<file path="config.mk">
export PLATFORM = sky130hd
export DESIGN_NAME = program_loader
export DESIGN_NICKNAME = d
export VERILOG_FILES = /design/src/rtl/program_loader_pkg.sv /design/src/rtl/program_loader_word_assembler.sv /design/src/rtl/program_loader.sv
export SDC_FILE = /design/constraint.sdc
export NUM_CORES = 1
export LEC_CHECK = 0
export CORE_ASPECT_RATIO = 1.25
export CORE_MARGIN = 8
export CORE_UTILIZATION = 48
export DETAILED_ROUTE_END_ITERATION = 16
export PLACE_DENSITY = 0.79
export SLEW_MARGIN = 10
export SYNTH_ARGS = -nofsm -noshare
export SYNTH_HDL_FRONTEND = slang
export SYNTH_SLANG_ARGS = --single-unit
</file>
<file path="constraint.sdc">
create_clock -name clk -period 2.4 [get_ports clk]
set_input_delay 0.72 -clock clk [delete_from_list [all_inputs] [get_ports clk]]
set_output_delay 0.72 -clock clk [all_outputs]
set_load 0.03 [all_outputs]
</file>
<file path="src/rtl/program_loader_pkg.sv">
// Shared constants for the program loader: command bytes, load terminator,
// default widths and FSM state encodings.
package program_loader_pkg;

    localparam int          PC_BITS_DEF          = 11;
    localparam int          INSTRUCTION_BITS_DEF = 32;
    localparam logic [31:0] HALT_WORD_DEF        = 32'hFFFF_FFFF;

    localparam logic [7:0] CMD_LOAD  = 8'h01;
    localparam logic [7:0] CMD_RUN   = 8'h02;
    localparam logic [7:0] CMD_STEP  = 8'h03;
    localparam logic [7:0] CMD_ABORT = 8'h04;

    typedef logic [1:0] state_t;

    localparam state_t ST_IDLE = 2'd0;
    localparam state_t ST_LOAD = 2'd1;
    localparam state_t ST_RUN  = 2'd2;
    localparam state_t ST_STEP = 2'd3;

endpackage

</file>
<file path="src/rtl/program_loader_word_assembler.sv">
// Packs an MSB-first byte stream into 32-bit words; o_word_valid pulses the
// cycle after the 4th byte while o_word still holds the completed word.
module program_loader_word_assembler (
    input  logic        clk,
    input  logic        rst,
    input  logic        i_clear,
    input  logic [7:0]  i_byte,
    input  logic        i_byte_valid,
    output logic [31:0] o_word,
    output logic        o_word_valid
);

    logic [31:0] r_shift;
    logic [1:0]  r_count;
    logic        r_word_valid;

    // A byte accepted during the valid cycle shifts in at the closing edge,
    // so the completed word is still intact for the whole valid cycle.
    always_ff @(posedge clk) begin
        if (rst || i_clear) begin
            r_shift      <= '0;
            r_count      <= '0;
            r_word_valid <= 1'b0;
        end else begin
            r_word_valid <= 1'b0;
            if (i_byte_valid) begin
                r_shift <= {r_shift[23:0], i_byte};
                r_count <= r_count + 2'd1;
                if (r_count == 2'd3) begin
                    r_word_valid <= 1'b1;
                end
            end
        end
    end

    assign o_word       = r_shift;
    assign o_word_valid = r_word_valid;

endmodule

</file>
<file path="src/rtl/program_loader.sv">
// Command FSM in front of the Datapath: loads instruction memory from UART
// bytes, then sequences run / single-step / abort via enable and reset.
module program_loader
    import program_loader_pkg::*;
#(
    parameter int          PC_BITS          = PC_BITS_DEF,
    parameter int          INSTRUCTION_BITS = INSTRUCTION_BITS_DEF,
    parameter logic [31:0] HALT_WORD        = HALT_WORD_DEF
) (
    input  logic                        clk,
    input  logic                        rst,
    input  logic [7:0]                  i_rx_data,
    input  logic                        i_rx_valid,
    input  logic                        i_halt,
    output logic                        o_write_inst_mem,
    output logic [PC_BITS-1:0]          o_inst_mem_addr,
    output logic [INSTRUCTION_BITS-1:0] o_inst_mem_data,
    output logic                        o_enable,
    output logic                        o_dp_rst,
    output logic                        o_busy,
    output logic                        o_done,
    output logic                        o_error
);

    localparam logic [PC_BITS-1:0] ADDR_LAST = '1;

    state_t               r_state;
    logic [PC_BITS-1:0]   r_addr;
    logic                 r_enable;
    logic                 r_dp_rst;
    logic                 r_done;
    logic                 r_error;

    logic                 w_cmd_load;
    logic                 w_asm_valid;
    logic [31:0]          w_word;
    logic                 w_word_valid;
    logic                 w_write;

    assign w_cmd_load  = (r_state == ST_IDLE) && i_rx_valid && (i_rx_data == CMD_LOAD);
    assign w_asm_valid = (r_state == ST_LOAD) && i_rx_valid;
    assign w_write     = (r_state == ST_LOAD) && w_word_valid;

    program_loader_word_assembler u_word_assembler (
        .clk          (clk),
        .rst          (rst),
        .i_clear      (w_cmd_load),
        .i_byte       (i_rx_data),
        .i_byte_valid (w_asm_valid),
        .o_word       (w_word),
        .o_word_valid (w_word_valid)
    );

    always_ff @(posedge clk) begin
        if (rst) begin
            r_state  <= ST_IDLE;
            r_addr   <= '0;
            r_enable <= 1'b0;
            r_dp_rst <= 1'b1;
            r_done   <= 1'b0;
            r_error  <= 1'b0;
        end else begin
            r_done <= 1'b0;
            case (r_state)
                ST_IDLE: begin
                    if (i_rx_valid) begin
                        case (i_rx_data)
                            CMD_LOAD: begin
                                r_state  <= ST_LOAD;
                                r_addr   <= '0;
                                r_dp_rst <= 1'b1;
                                r_error  <= 1'b0;
                            end
                            // r_dp_rst high means no complete program is in memory.
                            CMD_RUN: begin
                                if (r_dp_rst) begin
                                    r_error <= 1'b1;
                                end else begin
                                    r_state  <= ST_RUN;
                                    r_enable <= !i_halt;
                                end
                            end
                            CMD_STEP: begin
                                if (r_dp_rst) begin
                                    r_error <= 1'b1;
                                end else begin
                                    r_state  <= ST_STEP;
                                    r_enable <= 1'b1;
                                end
                            end
                            default: r_error <= 1'b1;
                        endcase
                    end
                end
                ST_LOAD: begin
                    if (w_write) begin
                        if (w_word == HALT_WORD) begin
                            r_state  <= ST_IDLE;
                            r_done   <= 1'b1;
                            r_dp_rst <= 1'b0;
                        end else if (r_addr == ADDR_LAST) begin
                            r_state <= ST_IDLE;
                            r_error <= 1'b1;
                        end else begin
                            r_addr <= r_addr + PC_BITS'(1);
                        end
                    end
                end
                ST_RUN: begin
                    if (i_halt) begin
                        r_enable <= 1'b0;
                        r_done   <= 1'b1;
                        r_state  <= ST_IDLE;
                    end else if (i_rx_valid && (i_rx_data == CMD_ABORT)) begin
                        r_enable <= 1'b0;
                        r_state  <= ST_IDLE;
                    end
                end
                ST_STEP: begin
                    r_enable <= 1'b0;
                    r_done   <= 1'b1;
                    r_state  <= ST_IDLE;
                end
                default: r_state <= ST_IDLE;
            endcase
        end
    end

    assign o_write_inst_mem = w_write;
    assign o_inst_mem_addr  = r_addr;
    assign o_inst_mem_data  = w_word;
    assign o_enable         = r_enable;
    assign o_dp_rst         = r_dp_rst;
    assign o_busy           = (r_state != ST_IDLE);
    assign o_done           = r_done;
    assign o_error          = r_error;

endmodule

</file>
==> impl_table.tex, run 1 <==
\begin{tabular}{lr}
\hline
Metric & Value \\
\hline
\multicolumn{2}{l}{\textbf{Floorplan}} \\
\quad Die Outline Area & 7456 sq um \\
\quad Floorplan row count & 28 \\
\quad Number of placed I/O pins & just over 60 \\
\quad Die X & 78.85 microns \\
\quad Standard cell core area & 4765 sq um \\
\quad Starting Density & between 40 and 50\% \\
\quad Height of the die & around 95 microns \\
\multicolumn{2}{l}{\textbf{Layout}} \\
\quad Signed area change from the synthesized netlist to the final layout & 39.76\% \\
\quad Share of layout cells above drive strength 1 & $\sim$11\% \\
\quad Layout Cell Area excl Fill & about 3300 sq um \\
\quad Layout net count & around 390 \\
\quad ANT cells & 0 \\
\quad Area used by multi-input combinational logic & about 1200 sq um \\
\quad Final core occ & between 60\% and 70\% \\
\quad Flip-flop and latch area & approximately 1000 sq um \\
\quad Number of fill cells in the layout & between 400 and 500 \\
\multicolumn{2}{l}{\textbf{STA}} \\
\quad Slew Limit Fails & 0 \\
\quad Final worst path period share & between 90 and 100\% \\
\quad Min Clock Period, post-route & about 2300 ps \\
\quad Setup\_tns & 0 ps \\
\quad Clock skew after layout & just over 10 ps \\
\quad Finish-stage setup viols & 0 \\
\quad Worst slew pin tran & 389.7 ps \\
\quad Headroom to the max-slew limit & between 70\% and 80\% \\
\quad Setup repair after global routing missed its margin & false \\
\quad Maximum frequency from static timing analysis & $\sim$440 MHz \\
\quad Endpoints failing hold & 0 \\
\multicolumn{2}{l}{\textbf{Hold path}} \\
\quad Hold Path Cell Cnt & 2 \\
\quad Class of the tightest hold or removal check & reg -> reg \\
\quad Worst Hold Endpoint & u\_word\_assembler.o\_word[26] \\
\quad Hold Path Origin & u\_word\_assembler.o\_word[26] \\
\multicolumn{2}{l}{\textbf{Detailed routing}} \\
\quad Drt first pass iters & 4 \\
\quad Number of nets still failing antenna checks after routing & 0 \\
\quad DRT Wirelength & 6.858 mm \\
\quad Post-DR vias/cell & around 5.6 \\
\quad Initial detailed-routing violation count & between 150 and 200 \\
\quad Vias after detailed routing & about 2500 \\
\quad DRC violation count after routing & 0 \\
\quad WL per Instance & 15.73 microns \\
\multicolumn{2}{l}{\textbf{Placed design}} \\
\quad GP Congestion & about 0.91 \\
\quad Number of port buffers & 60 \\
\quad Post-detail-place hpwl & 5.179 mm \\
\quad Total cell area at the placement stage & around 3200 sq um \\
\multicolumn{2}{l}{\textbf{Critical path}} \\
\quad Maximum fanout along the worst path & 4 \\
\quad Crit start category & input pin \\
\quad Kind of critical path & in -> reg \\
\quad End of the worst register-to-register path & o\_inst\_mem\_addr[2] \\
\quad Required @ worst endpoint & 2650 ps \\
\quad Worst reg-to-reg path cell count & 7 \\
\quad Slowest stage cell on the critical path & sky130\_fd\_sc\_hd\_\_clkdlybuf4s50\_1 \\
\quad Chain of cells forming the critical path & clkdlybuf4s50\_1 > nor4\_4 > nand4\_1 > a221o\_1 > nor3\_2 > o221a\_1 \\
\quad Data arrival time of the critical path & around 2500 ps \\
\quad Register-to-register path setup slack & 380 ps \\
\quad Worst path max stage delay & 460 ps \\
\quad Worst r2r src & o\_inst\_mem\_addr[0] \\
\quad Type of element capturing the critical path & flip-flop \\
\multicolumn{2}{l}{\textbf{CTS}} \\
\quad Clock root buffer & sky130\_fd\_sc\_hd\_\_clkbuf\_8 \\
\quad Num Clock Sinks & between 50 and 60 \\
\quad Number of buffers added by the clock tree synthesis step & 5 \\
\quad Setup Buffers After CTS & 0 \\
\quad Number of buffers on the longest clock path & 2 \\
\quad Clock latency at the later pin of the worst-skew pair & around 310 ps \\
\quad Number of gates resized after cts & 0 \\
\quad TritonCTS clock tree & built \\
\quad H-Tree Level Count & 2 \\
\quad CTS clock-pin slew for the worst setup and hold paths & about 100 ps \\
\quad Count of hold-fix buffers inserted at cts & 0 \\
\multicolumn{2}{l}{\textbf{Logic synthesis}} \\
\quad Net count after synthesis & 309 \\
\quad Number of enable flip-flop cells after synthesis & 0 \\
\quad Fraction of synthesis flops using an asynchronous set or reset pin & 0\% \\
\quad Mean cell area of the mapped netlist & between 8 and 9 sq um \\
\quad Number of warning messages in the yosys log & 0 \\
\quad Portion of the post-synthesis area used by sequential elements & 43.93\% \\
\quad Yosys reg bits & between 50 and 60 \\
\quad Area fraction of the dominant cell type after synthesis & 43.93\% \\
\quad Total standard cell area after synthesis & between 2000 and 2500 sq um \\
\quad Flip-flop cell with the highest count after synthesis & sky130\_fd\_sc\_hd\_\_dfxtp\_1 \\
\quad Number of distinct library cells after synthesis & 46 \\
\quad Dominant cell by count in the synthesized netlist & sky130\_fd\_sc\_hd\_\_nand2\_1 \\
\quad Biggest area consumer among synthesized cells & sky130\_fd\_sc\_hd\_\_dfxtp\_1 \\
\quad Top post-synthesis cells by count & sky130\_fd\_sc\_hd\_\_nand2\_1, sky130\_fd\_sc\_hd\_\_dfxtp\_1, sky130\_fd\_sc\_hd\_\_a21oi\_1 \\
\quad Leading post-synthesis cells by cell area & sky130\_fd\_sc\_hd\_\_dfxtp\_1, sky130\_fd\_sc\_hd\_\_nand2\_1, sky130\_fd\_sc\_hd\_\_a21oi\_1 \\
\quad Instance count of the mapped netlist & about 300 \\
\multicolumn{2}{l}{\textbf{GRT}} \\
\quad First-pass GRT wire length & approximately 11 mm \\
\quad Total grt overflow & 0 \\
\quad Total GRT Usage & between 10\% and 20\% \\
\quad Maximum number of pins on one net before global-route repair & 36 \\
\quad Antenna violations before repair & 0 \\
\quad Via count of the first global-routing pass & 2387 \\
\multicolumn{2}{l}{\textbf{Power}} \\
\quad Max VDD drop & around 0.00040 V \\
\quad Power density of the placed cells & between 400 and 500 nW/um\^{}2 \\
\quad Leakage dissipation & 1.137 nW \\
\multicolumn{2}{l}{\textbf{Status}} \\
\quad Result of the run & finished clean \\
\multicolumn{2}{l}{\textbf{Run}} \\
\quad Max-cap violation count & 0 \\
\hline
\end{tabular}
==> state kept, by name, indices dropped and copies added (netlist names) <==
| signal | flops |
|---|---|
| o_done | 1 |
| o_dp_rst | 1 |
| o_enable | 1 |
| o_error | 1 |
| o_inst_mem_addr | 11 |
| r_state | 2 |
| u_word_assembler.o_word | 32 |
| u_word_assembler.o_word_valid | 1 |
| u_word_assembler.r_count | 2 |
==> logic make-up after synthesis <==
| kind of cell | share of synthesized area (%) |
|---|---|
| and+or+nand+nor | 29.62 |
| AOI/OAI and AO/OA | 20.27 |
| DFF | 43.93 |
| buffers and inverters | 3.908 |
| muxes | 0.8448 |
| adders and majority gates | 1.056 |
| xor gates and xnor gates | 0.3697 |
==> report_power, final <==
group | leakage, nW | switching, W | total [W] | internal (W)
clock network | 0.0487 | 0.000309 | 0.000522 | 0.000213
registers | 0.420 | 0.00000951 | 0.000882 | 0.000873
logic | 0.669 | 0.0000956 | 0.000176 | 0.0000803
==> worst max-delay path by stage <==
stage	endpoint	slack, ps	start	depth (start not counted)
after floorplan	o_inst_mem_addr[3]	410	i_rx_data[2]	5
after global placement	o_inst_mem_addr[4]	-120	i_rx_data[2]	6
after detailed placement	o_inst_mem_addr[4]	-190	i_rx_data[2]	6
after CTS	o_inst_mem_addr[4]	130	i_rx_data[2]	6
after global routing	o_inst_mem_addr[4]	10	i_rx_data[2]	6
final	o_inst_mem_addr[4]	140	i_rx_data[2]	6
==> stage by stage <==
| step | power, W | std cells | setup slack, ps | hold slack (ps) |
|---|---|---|---|---|
| 6_report | 0.001580 | 436 | 135.4 | 482.1 |
| 4_1_cts | 0.001589 | 436 | 134.3 | 481.7 |
| 3_5_place_dp | 0.001078 | 428 | -191.2 | 466.8 |
| 5_1_grt | 0.001639 | 436 | 11.48 | 504.9 |
| 2_1_floorplan | 0.0009846 | 295 | 409.2 | 440.0 |
| 3_3_place_gp | 0.001077 | 428 | -119.4 | 445.2 |
==> per-layer routing <==
layer,routed length [microns],vias to the layer above,GRT usage (%)
li1,-,1227,-
met1,2858,1153,21.53
met2,3450,73,32.25
met3,422,9,4.563
met4,127,0,6.656
met5,0,-,0
==> area by class of cell <==
class,count,share of cell area [%]
multi-input cells,222,37.33
clock buffers,5,2.078
flip-flops and latches,52,31.43
repair buffers,87,25.31
well taps,60,2.267
clock inverters,3,0.7934
inverters,7,0.7934
==> placed cells by master (no fill, tap or decap), types with 5 or more instances in the layout <==
master                            netlist  final
sky130_fd_sc_hd__nand2_1               74     74
sky130_fd_sc_hd__clkdlybuf4s50_1        0     59
sky130_fd_sc_hd__dfxtp_1               52     52
sky130_fd_sc_hd__a21oi_1               46     46
sky130_fd_sc_hd__buf_4                  1     25
sky130_fd_sc_hd__nand4_1               15     15
sky130_fd_sc_hd__nand3_1                9      9
sky130_fd_sc_hd__nor2_1                 8      8
sky130_fd_sc_hd__inv_1                  7      7
sky130_fd_sc_hd__o21ai_0                6      6
sky130_fd_sc_hd__nor2b_1                5      5
sky130_fd_sc_hd__and3_1                 5      5
sky130_fd_sc_hd__nor4_1                 5      5
sky130_fd_sc_hd__clkbuf_8               0      5
==> critical path, delay by kind of cell <==
family | cells | cell delay (ps)
AOI/OAI and AO/OA | 2 | 650
buffers and inverters | 1 | 460
and+or+nand+nor | 3 | 690
Power figures use the tool's default switching activity.
==> inputs of run 2 (changes only) <==
Settings changed: ABC_AREA set to 1, CORE_UTILIZATION 48 to 49.
==> impl_table.tex, run 2 <==
\begin{tabular}{lr}
\hline
Metric & Value \\
\hline
\multicolumn{2}{l}{\textbf{Status}} \\
\quad Result of the run & finished clean \\
\multicolumn{2}{l}{\textbf{Placed design}} \\
\quad GP Congestion & 0.9086 (about the same) \\
\quad Total placed cells including tap cells & 503 (+18\%) \\
\quad Post-placement worst setup slack & 73.16 ps (+264.4 ps) \\
\quad Number of port buffers & 60 (unchanged) \\
\quad Post-detail-place hpwl & 4.925 mm (-4.9\%) \\
\multicolumn{2}{l}{\textbf{Logic synthesis}} \\
\quad Dominant cell by count in the synthesized netlist & sky130\_fd\_sc\_hd\_\_nand2\_1 \\
\quad Area fraction of the dominant cell type after synthesis & 41.45\% (-2.5 points) \\
\quad Yosys reg bits & 52 (unchanged) \\
\quad Portion of the post-synthesis area used by sequential elements & 41.45\% (-2.5 points) \\
\quad Fraction of synthesis flops using an asynchronous set or reset pin & 0\% (unchanged) \\
\quad Number of warning messages in the yosys log & 0 (unchanged) \\
\quad Number of enable flip-flop cells after synthesis & 0 (unchanged) \\
\quad Instance count of the mapped netlist & 385 (+31\%) \\
\quad Top post-synthesis cells by count & sky130\_fd\_sc\_hd\_\_nand2\_1, sky130\_fd\_sc\_hd\_\_dfxtp\_1, sky130\_fd\_sc\_hd\_\_a21oi\_1, sky130\_fd\_sc\_hd\_\_nor2\_1, sky130\_fd\_sc\_hd\_\_inv\_1 \\
\quad Total standard cell area after synthesis & 2511 sq um (+6.0\%) \\
\quad Number of distinct library cells after synthesis & 25 (-46\%) \\
\quad Biggest area consumer among synthesized cells & sky130\_fd\_sc\_hd\_\_dfxtp\_1 \\
\quad Mean cell area of the mapped netlist & 6.522 sq um (-19\%) \\
\quad Flip-flop cell with the highest count after synthesis & sky130\_fd\_sc\_hd\_\_dfxtp\_1 \\
\quad Leading post-synthesis cells by cell area & sky130\_fd\_sc\_hd\_\_dfxtp\_1, sky130\_fd\_sc\_hd\_\_nand2\_1, sky130\_fd\_sc\_hd\_\_a21oi\_1 \\
\quad Net count after synthesis & 399 (+29\%) \\
\multicolumn{2}{l}{\textbf{Detailed routing}} \\
\quad DRT Wirelength & 6.464 mm (-5.7\%) \\
\quad WL per Instance & 12.67 microns (-19\%) \\
\quad Post-DR vias/cell & 5.088 (-9.9\%) \\
\quad Initial detailed-routing violation count & 127 (-22\%) \\
\quad Number of nets still failing antenna checks after routing & 0 (unchanged) \\
\quad Vias after detailed routing & 2595 (+5.4\%) \\
\quad Drt first pass iters & 6 (+2) \\
\quad DRC violation count after routing & 0 (unchanged) \\
\multicolumn{2}{l}{\textbf{STA}} \\
\quad Finish-stage setup viols & 0 (unchanged) \\
\quad Endpoints failing hold & 0 (unchanged) \\
\quad Worst slew pin tran & 463.9 ps (+74.21 ps) \\
\quad Final worst path period share & 91.49\% (-2.9 points) \\
\quad Setup repair after global routing missed its margin & false \\
\quad Headroom to the max-slew limit & 68.98\% (-4.8 points) \\
\quad Min Clock Period, post-route & 2196 ps (-68.77 ps) \\
\quad Clock skew after layout & 9.985 ps (-0.3047 ps) \\
\quad Setup\_tns & 0 ps (unchanged) \\
\quad Minimum setup slack in the final design & 204.1 ps (+68.77 ps) \\
\quad Worst hold slack & 471.5 ps (-10.67 ps) \\
\quad Maximum frequency from static timing analysis & 455.4 MHz (+3.1\%) \\
\quad Slew Limit Fails & 0 (unchanged) \\
\multicolumn{2}{l}{\textbf{Critical path}} \\
\quad End of the worst register-to-register path & o\_inst\_mem\_addr[3] \\
\quad Required @ worst endpoint & 1680 ps (-970 ps) \\
\quad Maximum fanout along the worst path & 7 (+3) \\
\quad Crit start category & flip-flop \\
\quad Worst r2r src & r\_state[0] \\
\quad Cell family contributing the most delay on the critical path & buffers and inverters \\
\quad Chain of cells forming the critical path & nand3\_1 > inv\_1 > dlygate4sd2\_1 \\
\quad Slowest stage cell on the critical path & sky130\_fd\_sc\_hd\_\_dfxtp\_1 \\
\quad Register-to-register path setup slack & 570 ps (+190 ps) \\
\quad Data arrival time of the critical path & 1480 ps (-1040 ps) \\
\quad Count of buffering cells on the critical path with inverters included & 2 (+1) \\
\quad Worst path max stage delay & 510 ps (+50 ps) \\
\quad Kind of critical path & reg -> out \\
\quad Type of element capturing the critical path & primary output \\
\quad Worst reg-to-reg path cell count & 6 (-1) \\
\multicolumn{2}{l}{\textbf{Power}} \\
\quad Leakage dissipation & 1.228 nW (+8.0\%) \\
\quad Power density of the placed cells & 709.4 nW/um\^{}2 (+49\%) \\
\quad Max VDD drop & 0.0004144 V (+2.7\%) \\
\multicolumn{2}{l}{\textbf{Hold path}} \\
\quad Worst Hold Endpoint & u\_word\_assembler.r\_count[1] \\
\quad Hold Path Cell Cnt & 2 (unchanged) \\
\quad Class of the tightest hold or removal check & reg -> reg \\
\quad Hold Path Origin & u\_word\_assembler.r\_count[1] \\
\multicolumn{2}{l}{\textbf{Layout}} \\
\quad Flip-flop count of the largest register after layout & 32 (unchanged) \\
\quad Most common library cell in the layout ignoring fill and taps & sky130\_fd\_sc\_hd\_\_nand2\_1 \\
\quad Signed area change from the synthesized netlist to the final layout & 30.99\% \\
\quad Number of cells in the finished layout apart from fillers & 510 (+17\%) \\
\quad ANT cells & 0 (unchanged) \\
\quad Number of fill cells in the layout & 490 (+22\%) \\
\quad Layout net count & 462 (+19\%) \\
\quad Final core occ & 65.69\% (-3.8 points) \\
\quad Share of layout cells above drive strength 1 & 5.804\% (-5.6 points) \\
\quad Most frequent cells in the layout & sky130\_fd\_sc\_hd\_\_nand2\_1, sky130\_fd\_sc\_hd\_\_clkdlybuf4s50\_1, sky130\_fd\_sc\_hd\_\_dfxtp\_1 \\
\multicolumn{2}{l}{\textbf{GRT}} \\
\quad Total GRT Usage & 17.34\% (-1.2 points) \\
\quad Antenna violations before repair & 0 (unchanged) \\
\quad Maximum number of pins on one net before global-route repair & 34 (-5.6\%) \\
\quad Total grt overflow & 0 (unchanged) \\
\quad Via count of the first global-routing pass & 2444 (+2.4\%) \\
\quad First-pass GRT wire length & 10.87 mm (-3.9\%) \\
\multicolumn{2}{l}{\textbf{Floorplan}} \\
\quad Height of the die & 96.04 microns (+1.6\%) \\
\quad Die Outline Area & 7686 sq um (+3.1\%) \\
\quad Standard cell core area & 5007 sq um (+5.1\%) \\
\quad Floorplan row count & 29 (+3.6\%) \\
\quad Die X & 80.03 microns (+1.5\%) \\
\quad Starting Density & 50.15\% (+0.41 points) \\
\quad Number of placed I/O pins & 61 (unchanged) \\
\multicolumn{2}{l}{\textbf{CTS}} \\
\quad Number of buffers added by the clock tree synthesis step & 5 (unchanged) \\
\quad Num Clock Sinks & 52 (unchanged) \\
\quad TritonCTS clock tree & built \\
\quad Number of buffers on the longest clock path & 2 (unchanged) \\
\quad H-Tree Level Count & 2 (unchanged) \\
\quad Clock latency at the later pin of the worst-skew pair & 310 ps (about the same) \\
\quad Count of hold-fix buffers inserted at cts & 0 (unchanged) \\
\quad CTS clock-pin slew for the worst setup and hold paths & 90 ps (about the same) \\
\quad Number of gates resized after cts & 2 (+2) \\
\quad Setup Buffers After CTS & 0 (unchanged) \\
\quad Clock root buffer & sky130\_fd\_sc\_hd\_\_clkbuf\_8 \\
\multicolumn{2}{l}{\textbf{Run}} \\
\quad Max-cap violation count & 0 (unchanged) \\
\hline
\end{tabular}
-- run 2: cell types whose count changed after synthesis, sizes merged, moves of 3 or more --
cell / delta
a31oi: -3
nand2: +68
nor2b: -5
nor4: -6
nor3: -3
clkbuf: -4
and3: -5
nor2: +37
nand2b: -3
inv: +31
nand3: +11
buf: +3
-- run 2: kinds of logic (layout without fill, tap and decap cells) --
| logic type | Yosys count | in the layout | synth area share, % |
|---|---|---|---|
| and+or+nand+nor | 224 | 224 | 36.97 |
| buffers and inverters | 52 | 115 | 8.719 |
| DFF | 52 | 52 | 41.45 |
| adders and majority gates | 2 | 2 | 0.9964 |
| AOI/OAI and AO/OA | 53 | 53 | 11.16 |
| xor gates and xnor gates | 2 | 2 | 0.6977 |
-- run 2: worst max path at each step --
stage	from	end	slack (ps)	cells past startpoint
floorplan	i_rx_data[6]	o_error	610	8
global placement	i_rx_data[4]	o_inst_mem_addr[6]	140	11
detailed placement	i_rx_data[6]	o_inst_mem_addr[0]	70	11
CTS	r_state[0]	o_write_inst_mem	200	3
global route	r_state[0]	o_write_inst_mem	120	3
finish	r_state[0]	o_write_inst_mem	200	3
-- run 2: layout make-up --
cell class	instances	area [sq um]	share of cell area (%)
Multi-Input combinational cell	281	1255	38.15
Sequential cell	52	1041	31.65
Timing Repair Buffer	69	678.2	20.62
Inverter	39	146.4	4.450
Clock buffer	6	82.58	2.510
Tap cell	62	77.57	2.358
Clock inverter	1	8.758	0.2663
-- run 2: report_power, final --
part           total [W]  switching, W  internal [W]
registers       0.000991     0.0000691      0.000922
clock network   0.000513      0.000283      0.000231
logic           0.000829      0.000536      0.000293
-- run 2: worst reg2reg max path, cell delays in order, from the launching register on --
cell	delay, ps
sky130_fd_sc_hd__dfxtp_1	510
sky130_fd_sc_hd__nand2_2	190
sky130_fd_sc_hd__inv_2	170
sky130_fd_sc_hd__nand4_1	410
sky130_fd_sc_hd__nand3_2	300
sky130_fd_sc_hd__nand2_1	70
sky130_fd_sc_hd__a21oi_1	120
-- run 2: per-stage QoR --
stage / instance area [sq um] / total power, W
4_1_cts: 3289 / 0.002349
3_5_place_dp: 3201 / 0.001846
3_3_place_gp: 3201 / 0.001836
5_1_grt: 3289 / 0.002474
6_report: 3289 / 0.002333
2_1_floorplan: 2511 / 0.001578
-- run 2: metal layers --
layer	part of all wire, %	global-route usage, %
met5	0	0
met4	1.6	5.927
met3	6.3	4.953
met2	49	30.65
met1	43	19.38
==> inputs of run 3 (changes only) <==
Settings changed: CAP_MARGIN set to 20.
==> results of run 3 <==
The final DEF is identical to that of run 2; final timing and power are the same.
